--- config.mk ---
export PLATFORM = sky130hd
export DESIGN_NAME = sample_fetcher
export DESIGN_NICKNAME = d
export VERILOG_FILES = /design/src/rtl/sample_fetcher.sv
export SDC_FILE = /design/constraint.sdc
export NUM_CORES = 1
export LEC_CHECK = 0
export ABC_CLOCK_PERIOD_IN_PS = 2400
export BUFFER_PORTS_ARGS = -buffer_cell sky130_fd_sc_hd__buf_2
export CORE_MARGIN = 1
export CORE_UTILIZATION = 46
export DETAILED_ROUTE_END_ITERATION = 7
export MAX_ROUTING_LAYER = met4
export SLEW_MARGIN = 0
export SYNTH_ARGS = -nofsm -noshare
export SYNTH_HDL_FRONTEND = slang
export SYNTH_SLANG_ARGS = --single-unit
--- constraint.sdc ---
create_clock -name clk -period 2.4 [get_ports clk]
set_input_delay 0.12 -clock clk [delete_from_list [all_inputs] [get_ports clk]]
set_output_delay 0.12 -clock clk [all_outputs]
set_load 0.005 [all_outputs]
--- src/rtl/sample_fetcher.sv ---
// Consumer side of the oscillator sample handshake: requests one sample per frame
// tick, scales it by a 4-bit volume and presents it via a one-entry valid/ready slot.
module sample_fetcher #(
  parameter int TIMEOUT = 8
) (
  input  logic        clk,
  input  logic        reset_n,
  input  logic        frame_tick,
  output logic        gen_next,
  input  logic        gen_ready,
  input  logic [15:0] gen_sample,
  input  logic [3:0]  volume,
  output logic        out_valid,
  input  logic        out_ready,
  output logic [15:0] out_sample,
  output logic        overrun,
  output logic        timeout_err,
  input  logic        clear_flags
);

  typedef enum logic [1:0] {IDLE, REQ, WAIT, HOLD} state_t;

  // The counter is 0 in the first WAIT cycle, so the last allowed WAIT cycle sees TIMEOUT-1.
  localparam logic [7:0] WAIT_LAST = 8'(TIMEOUT - 1);

  state_t             state;
  logic [7:0]         wait_cnt;
  logic [15:0]        hold_sample;

  logic signed [20:0] product;
  logic [15:0]        scaled;
  logic [15:0]        cap_value;
  logic               capture;
  logic               timeout_hit;
  logic               slot_free;
  logic               tick_drop;
  logic               load;
  logic               unused_product;

  always_comb begin
    // NOTE: every signal gets a default before any branch so no latch is inferred.
    capture     = 1'b0;
    timeout_hit = 1'b0;
    product     = $signed({{5{gen_sample[15]}}, gen_sample}) * $signed({17'd0, volume});
    scaled      = product[19:4];
    cap_value   = scaled;

    // A response in the final WAIT cycle wins over the timeout.
    if (state == WAIT) begin
      if (gen_ready) begin
        capture = 1'b1;
      end else if (wait_cnt == WAIT_LAST) begin
        capture     = 1'b1;
        timeout_hit = 1'b1;
        cap_value   = '0;
      end
    end

    slot_free = !out_valid || out_ready;
    tick_drop = frame_tick && (state != IDLE);
    load      = slot_free && (capture || (state == HOLD));
  end

  // Sign bit and fraction of the product are never needed: the shifted result cannot overflow.
  assign unused_product = ^{product[20], product[3:0]};

  always_ff @(posedge clk or negedge reset_n) begin
    if (!reset_n) begin
      state       <= IDLE;
      wait_cnt    <= '0;
      // NOTE: the hold register is reset too, so nothing stale can surface after reset.
      hold_sample <= '0;
      gen_next    <= 1'b0;
      out_valid   <= 1'b0;
      out_sample  <= '0;
      overrun     <= 1'b0;
      timeout_err <= 1'b0;
    end else begin
      // NOTE: non-blocking assignments so every register updates from pre-edge values.
      gen_next <= (state == IDLE) && frame_tick;

      if (tick_drop)        overrun <= 1'b1;
      else if (clear_flags) overrun <= 1'b0;

      if (timeout_hit)      timeout_err <= 1'b1;
      else if (clear_flags) timeout_err <= 1'b0;

      // Pass-through: a reload in the accepting cycle keeps out_valid high with no bubble.
      if (load) begin
        out_valid  <= 1'b1;
        out_sample <= (state == HOLD) ? hold_sample : cap_value;
      end else if (out_valid && out_ready) begin
        out_valid <= 1'b0;
      end

      case (state)
        IDLE: if (frame_tick) state <= REQ;
        REQ: begin
          wait_cnt <= '0;
          state    <= WAIT;
        end
        WAIT: begin
          wait_cnt <= wait_cnt + 8'd1;
          if (capture) begin
            if (slot_free) begin
              state <= IDLE;
            end else begin
              hold_sample <= cap_value;
              state       <= HOLD;
            end
          end
        end
        HOLD: if (slot_free) state <= IDLE;
        default: state <= IDLE;
      endcase
    end
  end

endmodule

==> flow_summary.toml, run 1 <==
[detailed_routing]
drtAntennaViolNets = 0
viasPerCell = 5.00
wl_um = 10600
dr.pass1.iters = 5
post_drt_wl_per_cell_um = 13.9
drc = 0
num_vias = 3802
drtIter0Drc = 119

[sta]
fmax_ghz = 0.312
setup_violations = 31
relSlewSlack = 0.317
rsz0062_at_grt = "yes"
holdWs_ps = -11.8
hold_viol = 8
setup_ws_ps = -808
worst_pin_slew_ps = 1030
finalMaxSlewViolations = 0
min_period_ps = 3210
fin_crit_sh = 1.34
skew_ps = 4.21

[synthesis]
synth_top_family_by_area = "adder cells"
yosysUniqueCellTypes = 53
synth_top_area_frac = 0.263
synthAdderAreaFrac = 0.254
synth_ff_type = "dfrtp_1"
synth-simple-area-share = 0.189
netlist_instances = 503
synth_edf_count = 0
async_flop_share = 1.00
synth-compound-area-share = 0.167
synth_seq_cells = 46
synth_fp_nets = 599
yosysTopAreaCell = "dfrtp_1"
synth.area.top_cells = "dfrtp_1 (26%), fa_1 (14%), ha_1 (11%)"
netlist_area_mm2 = 0.00437
yosys_warnings = 0
synth.area.mux_share = 0.00258
seq_area_frac_synth = 0.263
synth.avg_cell_area_um2 = 8.69
synth-xor-area-share = 0.0381

[final_layout]
nNetsFinal = 726
n_fill_cell = 745
layout-drive-gt1-share = 0.380
area_delta_synth_final_pct = 41.3
instances_no_fill = 760
antenna-diode-count = 0
final_area_mm2 = 0.00617

[outcome]
violations = "negative hold slack, negative setup slack"
status = "complete, but fails checks"

[clock_network]
root_buffer = "clkbuf_8"
postCtsHoldBufs = 0
cts_tree = "done"
htree_levels = 2
path_clk_slew_ps = 80
cts_buffers = 5
worstSkewPairLatency_ps = 300
cts_buffer_depth = 2
cts.sinks = 46

[floorplan]
core_area_mm2 = 0.00924
fp-row-count = 35
ios = 46
die_h_um = 99.5
die_w_um = 99.5
die-area_mm2 = 0.00989
initial_utilization = 0.473

[worst_setup_path]
critPathCaptureType = "flop"
worstSetupStartpointType = "input port"
r2r-start = "wait_cnt[3]"
crit_type = "in2reg"
cp_max_fo = 4
crit_arrival_ps = 3390
rrSetupSlack_ps = 90
reg2regPathDepth = 7
rr_endpoint = "out_sample[12]"
required_ps = 2580
cp-startpoint = "gen_sample[2]"
endpoint = "out_sample[13]"

[placement]
dp_hpwl_um = 7950
gp_congestion = 0.877
dpl_cell_area_mm2 = 0.00546
place_inst = 736
io_buffers = 45
dp_slack_ps = -1260

[min_path]
hold_path_class = "in2async"

[grt]
grt_max_degree = 47
grt_usage = 0.225
antenna_found_initial = 0
grt_pass1_wl_um = 17400
grt_overflow = 0
grt_pass1_vias = 3772

[pwr]
p_leak_nw = 2.96
power_density_mw_per_mm2 = 824
vdd_ir_drop_max_mv = 0.379
p_total_w = 0.00509

[job]
drv_cap = 0
-- critical path, stage by stage --
cell and delay, ps:
buf_6 100, and2_4 150, ha_4 230, fa_1 520, inv_1 50, fa_1 490, inv_2 50, ha_4 270
nand2_4 50, o32ai_4 350, a221oi_2 140, buf_4 170, o41a_1 380, xor2_1 200, o22ai_1 100
-- registers in the layout, summed over array words and instances (netlist names) --
signal / flops
timeout_err: 1
overrun: 1
out_sample: 16
gen_next: 1
wait_cnt: 8
out_valid: 1
hold_sample: 16
state: 2
-- final cells by class --
type / count / area (µm²) / area share
clock buffer: 7 / 86.3 / 0.0140
clock inverter: 1 / 5.00 / 0.000811
inverter: 82 / 308 / 0.0498
multi-input combinational: 358 / 3440 / 0.558
sequential: 46 / 1150 / 0.186
tap: 129 / 161 / 0.0261
timing repair buffer: 137 / 1020 / 0.165
-- cell usage in the layout (no fill, tap or decap), types with 7 or more instances in the layout --
master	n
buf_4	78
inv_1	75
nand2_1	48
dfrtp_1	46
buf_2	39
and2_1	34
fa_1	31
ha_4	22
nor2_1	18
a21oi_1	18
buf_6	18
ha_1	15
o21ai_1	14
nand3_1	12
and2_4	10
o22ai_1	10
a21oi_2	8
xnor2_1	8
o21ai_0	8
inv_2	7
-- layer usage --
metal	vias to the layer above	GRT usage	wire, µm
met2	63	0.392	5480
li1	1911	-	-
met3	14	0.0134	226
met5	-	-	0
met4	0	0.0532	144
met1	1814	0.288	4730
-- power by group --
| group | switching (W) | internal, W | leakage, nW |
|---|---|---|---|
| clock network | 0.000262 | 0.000233 | 0.0482 |
| logic | 0.00172 | 0.00159 | 2.33 |
| registers | 0.000189 | 0.00110 | 0.578 |
-- what timing repair did --
item | 4_1_cts | 5_1_grt
cloned | 2 | 0
pin swaps | 53 | 23
endpoints found under the setup margin | 32 | 32
hold endpoints to repair | 0 | 0
gates resized for setup | 71 | 29
buffers inserted | 11 | 7
-- kinds of logic (layout without fill, tap and decap cells) --
kind of cell    after synthesis  after routing
buf+inv                      99            227
flops                        46             46
simple gates                159            159
xor+xnor                     19             19
compound gates              109            109
fa+ha+maj                    70             70
mux                           1              1
-- Yosys cell counts, types with 3 or more instances --
cell type	instances
nand2b_1	3
clkbuf_1	14
a21o_1	6
nand2_1	51
a31oi_1	5
a22o_1	4
nor2_1	20
a21oi_1	27
fa_1	31
or3_1	3
dfrtp_1	46
xor2_1	8
nor2b_1	3
and3_1	5
xnor2_1	11
o21ai_1	5
inv_1	82
ha_1	39
o21ai_0	24
nand3_1	15
and2_1	44
o22ai_1	10
o211ai_1	5
o21a_1	4
-- stage by stage --
| stage | TNS [ps] | util |
|---|---|---|
| global route | -24030 | 0.668 |
| detailed placement | -30990 | 0.591 |
| global placement | -29420 | 0.591 |
| finish | -20340 | 0.668 |
| CTS | -18190 | 0.652 |
| floorplan | -21910 | - |
-- worst min-delay path by stage --
| stage | slack [ps] | to | depth (start not counted) |
|---|---|---|---|
| 2_1_floorplan | -180 | gen_next | 0 |
| 3_3_place_gp | 330 | overrun | 2 |
| 3_5_place_dp | 330 | overrun | 2 |
| 4_1_cts | 7 | overrun | 2 |
| 5_1_grt | 5 | overrun | 2 |
| 6_report | -10 | wait_cnt[4] | 1 |
Power figures use the tool's default switching activity.
==> run 2: changes to the inputs <==
--- a/config.mk
+++ b/config.mk
@@ -15,3 +15,4 @@
 export SYNTH_ARGS = -nofsm -noshare
 export SYNTH_HDL_FRONTEND = slang
 export SYNTH_SLANG_ARGS = --single-unit
+export TNS_END_PERCENT = 30
==> run 2 against run 1 <==
Against the previous run:
- the flow still finishes with violations (negative hold slack, negative setup slack)
- highest routed layer unchanged
- hold slack got worse by 4.5 ps
- register-to-register slack improved by 20 ps
- wire length decreased by 3.7%
- non-clock buffer count decreased by 9
- flip-flop and latch count unchanged
- critical path depth increased by 1
- total power decreased by 3.1%
- setup slack improved by 72 ps
- critical endpoint is now out_sample[14]
- clock power increased by 14%
- fmax increased by 2.3%
- critical path type unchanged
==> flow_summary.toml, run 2 (synthesis results as in run 1) <==
[outcome]
status = "complete, but fails checks"
violations = "negative hold slack, negative setup slack"

[floorplan]
die-area_mm2 = 0.00989
die_h_um = 99.5
fp-row-count = 35
die_w_um = 99.5
core_area_mm2 = 0.00924
ios = 46
initial_utilization = 0.473

[worst_setup_path]
critPathCaptureType = "flop"
cp_max_fo = 7
r2r-start = "wait_cnt[3]"
crit_arrival_ps = 3310
endpoint = "out_sample[14]"
slowest_stage = "fa_1"
worstSetupStartpointType = "input port"
crit_type = "in2reg"
cp_top_family = "adder cells"
slowest_delay_ps = 510
cp-startpoint = "volume[2]"
cp_num_cells = 16
rrSetupSlack_ps = 110
required_ps = 2570
rr_endpoint = "hold_sample[8]"
crit_chain = "buf_16 -> and2_4 -> ha_4 -> fa_1 -> inv_1 -> fa_1 -> inv_2 -> ha_4 -> nand2_4 -> o32ai_4 -> buf_6 -> o2bb2ai_4 -> buf_6 -> o41ai_4 -> xnor2_2 -> o22ai_1"
path_buf_inv = 5
reg2regPathDepth = 6

[sta]
fin_crit_sh = 1.31
setup_ws_ps = -737
relSlewSlack = 0.337
worst_pin_slew_ps = 995
skew_ps = 4.44
rsz0062_at_grt = "yes"
min_period_ps = 3140
hold_viol = 13
fmax_ghz = 0.319
finalMaxSlewViolations = 0
setup_violations = 31
holdWs_ps = -16.3

[pwr]
power_density_mw_per_mm2 = 811
seq_power_share = 0.259
p_leak_nw = 2.96
power_frac_comb = 0.627
p_sw_frac = 0.416
clkPwrFrac = 0.114
vdd_ir_drop_max_mv = 0.422
switching_power_w = 0.00205
internal-power_w = 0.00288

[clock_network]
cts.sinks = 46
worstSkewPairLatency_ps = 290
cts_buffer_depth = 2
cts_buffers = 5
path_clk_slew_ps = 80
cts_tree = "done"
htree_levels = 2
root_buffer = "clkbuf_8"

[job]
drv_cap = 0

[detailed_routing]
dr.pass1.iters = 4
drtIter0Drc = 72
num_vias = 3751
viasPerCell = 4.99
wl_um = 10200
post_drt_wl_per_cell_um = 13.6
drtAntennaViolNets = 0
drc = 0

[final_layout]
instances_no_fill = 751
nNetsFinal = 717
layout-drive-gt1-share = 0.359
final_cell_mix = "buf_4 (76), inv_1 (74), nand2_1 (48), dfrtp_1 (46), buf_2 (39)"
top_regs = "hold_sample: 16 flops, out_sample: 16 flops, wait_cnt: 8 flops"
antenna-diode-count = 0
post-route-util = 0.659
final_common_cell = "buf_4"
area_delta_synth_final_pct = 39.3

[grt]
grt_usage = 0.223
grt_pass1_vias = 3821
grt_max_degree = 47
grt_use_met2 = 0.397
antenna_found_initial = 0
grt_pass1_wl_um = 17300
top_usage_layer = "met2"
grt_overflow = 0
use_met3 = 0.0169
use_met1 = 0.274

[placement]
io_buffers = 45
dp_hpwl_um = 7940
place_inst = 731
gp_congestion = 0.812

[min_path]
hold_path_class = "in2async"
==> run 2: layout make-up <==
type,count,area [µm²]
Inverter,82,308
Multi-Input combinational cell,358,3390
Clock inverter,3,40.0
Tap cell,129,161
Fill cell,788,3150
Clock buffer,5,68.8
Timing Repair Buffer,128,971
Sequential cell,46,1150
==> run 2: worst min path at each step <==
stage,start,endpoint,depth (start not counted)
6_report,reset_n,wait_cnt[2],1
4_1_cts,reset_n,out_sample[11],1
5_1_grt,clear_flags,overrun,2
3_5_place_dp,clear_flags,overrun,2
3_3_place_gp,clear_flags,overrun,2
2_1_floorplan,reset_n,gen_next,0
==> run 2: through the flow <==
step | setup TNS, ps | instance area, µm² | setup slack (ps) | total power (W)
detailed placement | -31860 | 5390 | -1200 | 0.00398
global route | -21920 | 6090 | -859 | 0.00538
CTS | -16420 | 5900 | -669 | 0.00481
finish | -17760 | 6090 | -737 | 0.00493
global placement | -30130 | 5390 | -1130 | 0.00392
floorplan | -22400 | 4580 | -882 | 0.00306
==> run 2: timing repair <==
action,4_1_cts,5_1_grt
pin swaps,31,31
hold buffers,0,0
gates cloned,2,0
endpoints found under the setup margin,32,32
endpoints found under the hold margin,0,0
buffers inserted,6,4
resized for setup,56,35
==> run 2: routing by layer <==
| metal | wire, µm | vias to the layer above |
|---|---|---|
| met5 | 0 | - |
| met4 | 146 | 0 |
| met3 | 211 | 14 |
| met2 | 5160 | 66 |
| met1 | 4670 | 1776 |
| li1 | - | 1895 |
==> run 2: worst register-to-register path, cell delays in order (launching register included) <==
cell and delay, ps:
dfrtp_1 430, or4_1 550, nor3_2 240, nor2_1 120, or2_1 380, nor2_1 310, a22o_1 190
==> run 2: power by group through the flow <==
stage / registers (W) / logic [W] / clock network, W
after floorplan: 0.00127 / 0.00179 / 0
after global placement: 0.00128 / 0.00265 / 0
after detailed placement: 0.00129 / 0.00269 / 0
after CTS: 0.00128 / 0.00295 / 0.000575
after global routing: 0.00132 / 0.00346 / 0.000600
final: 0.00128 / 0.00310 / 0.000562
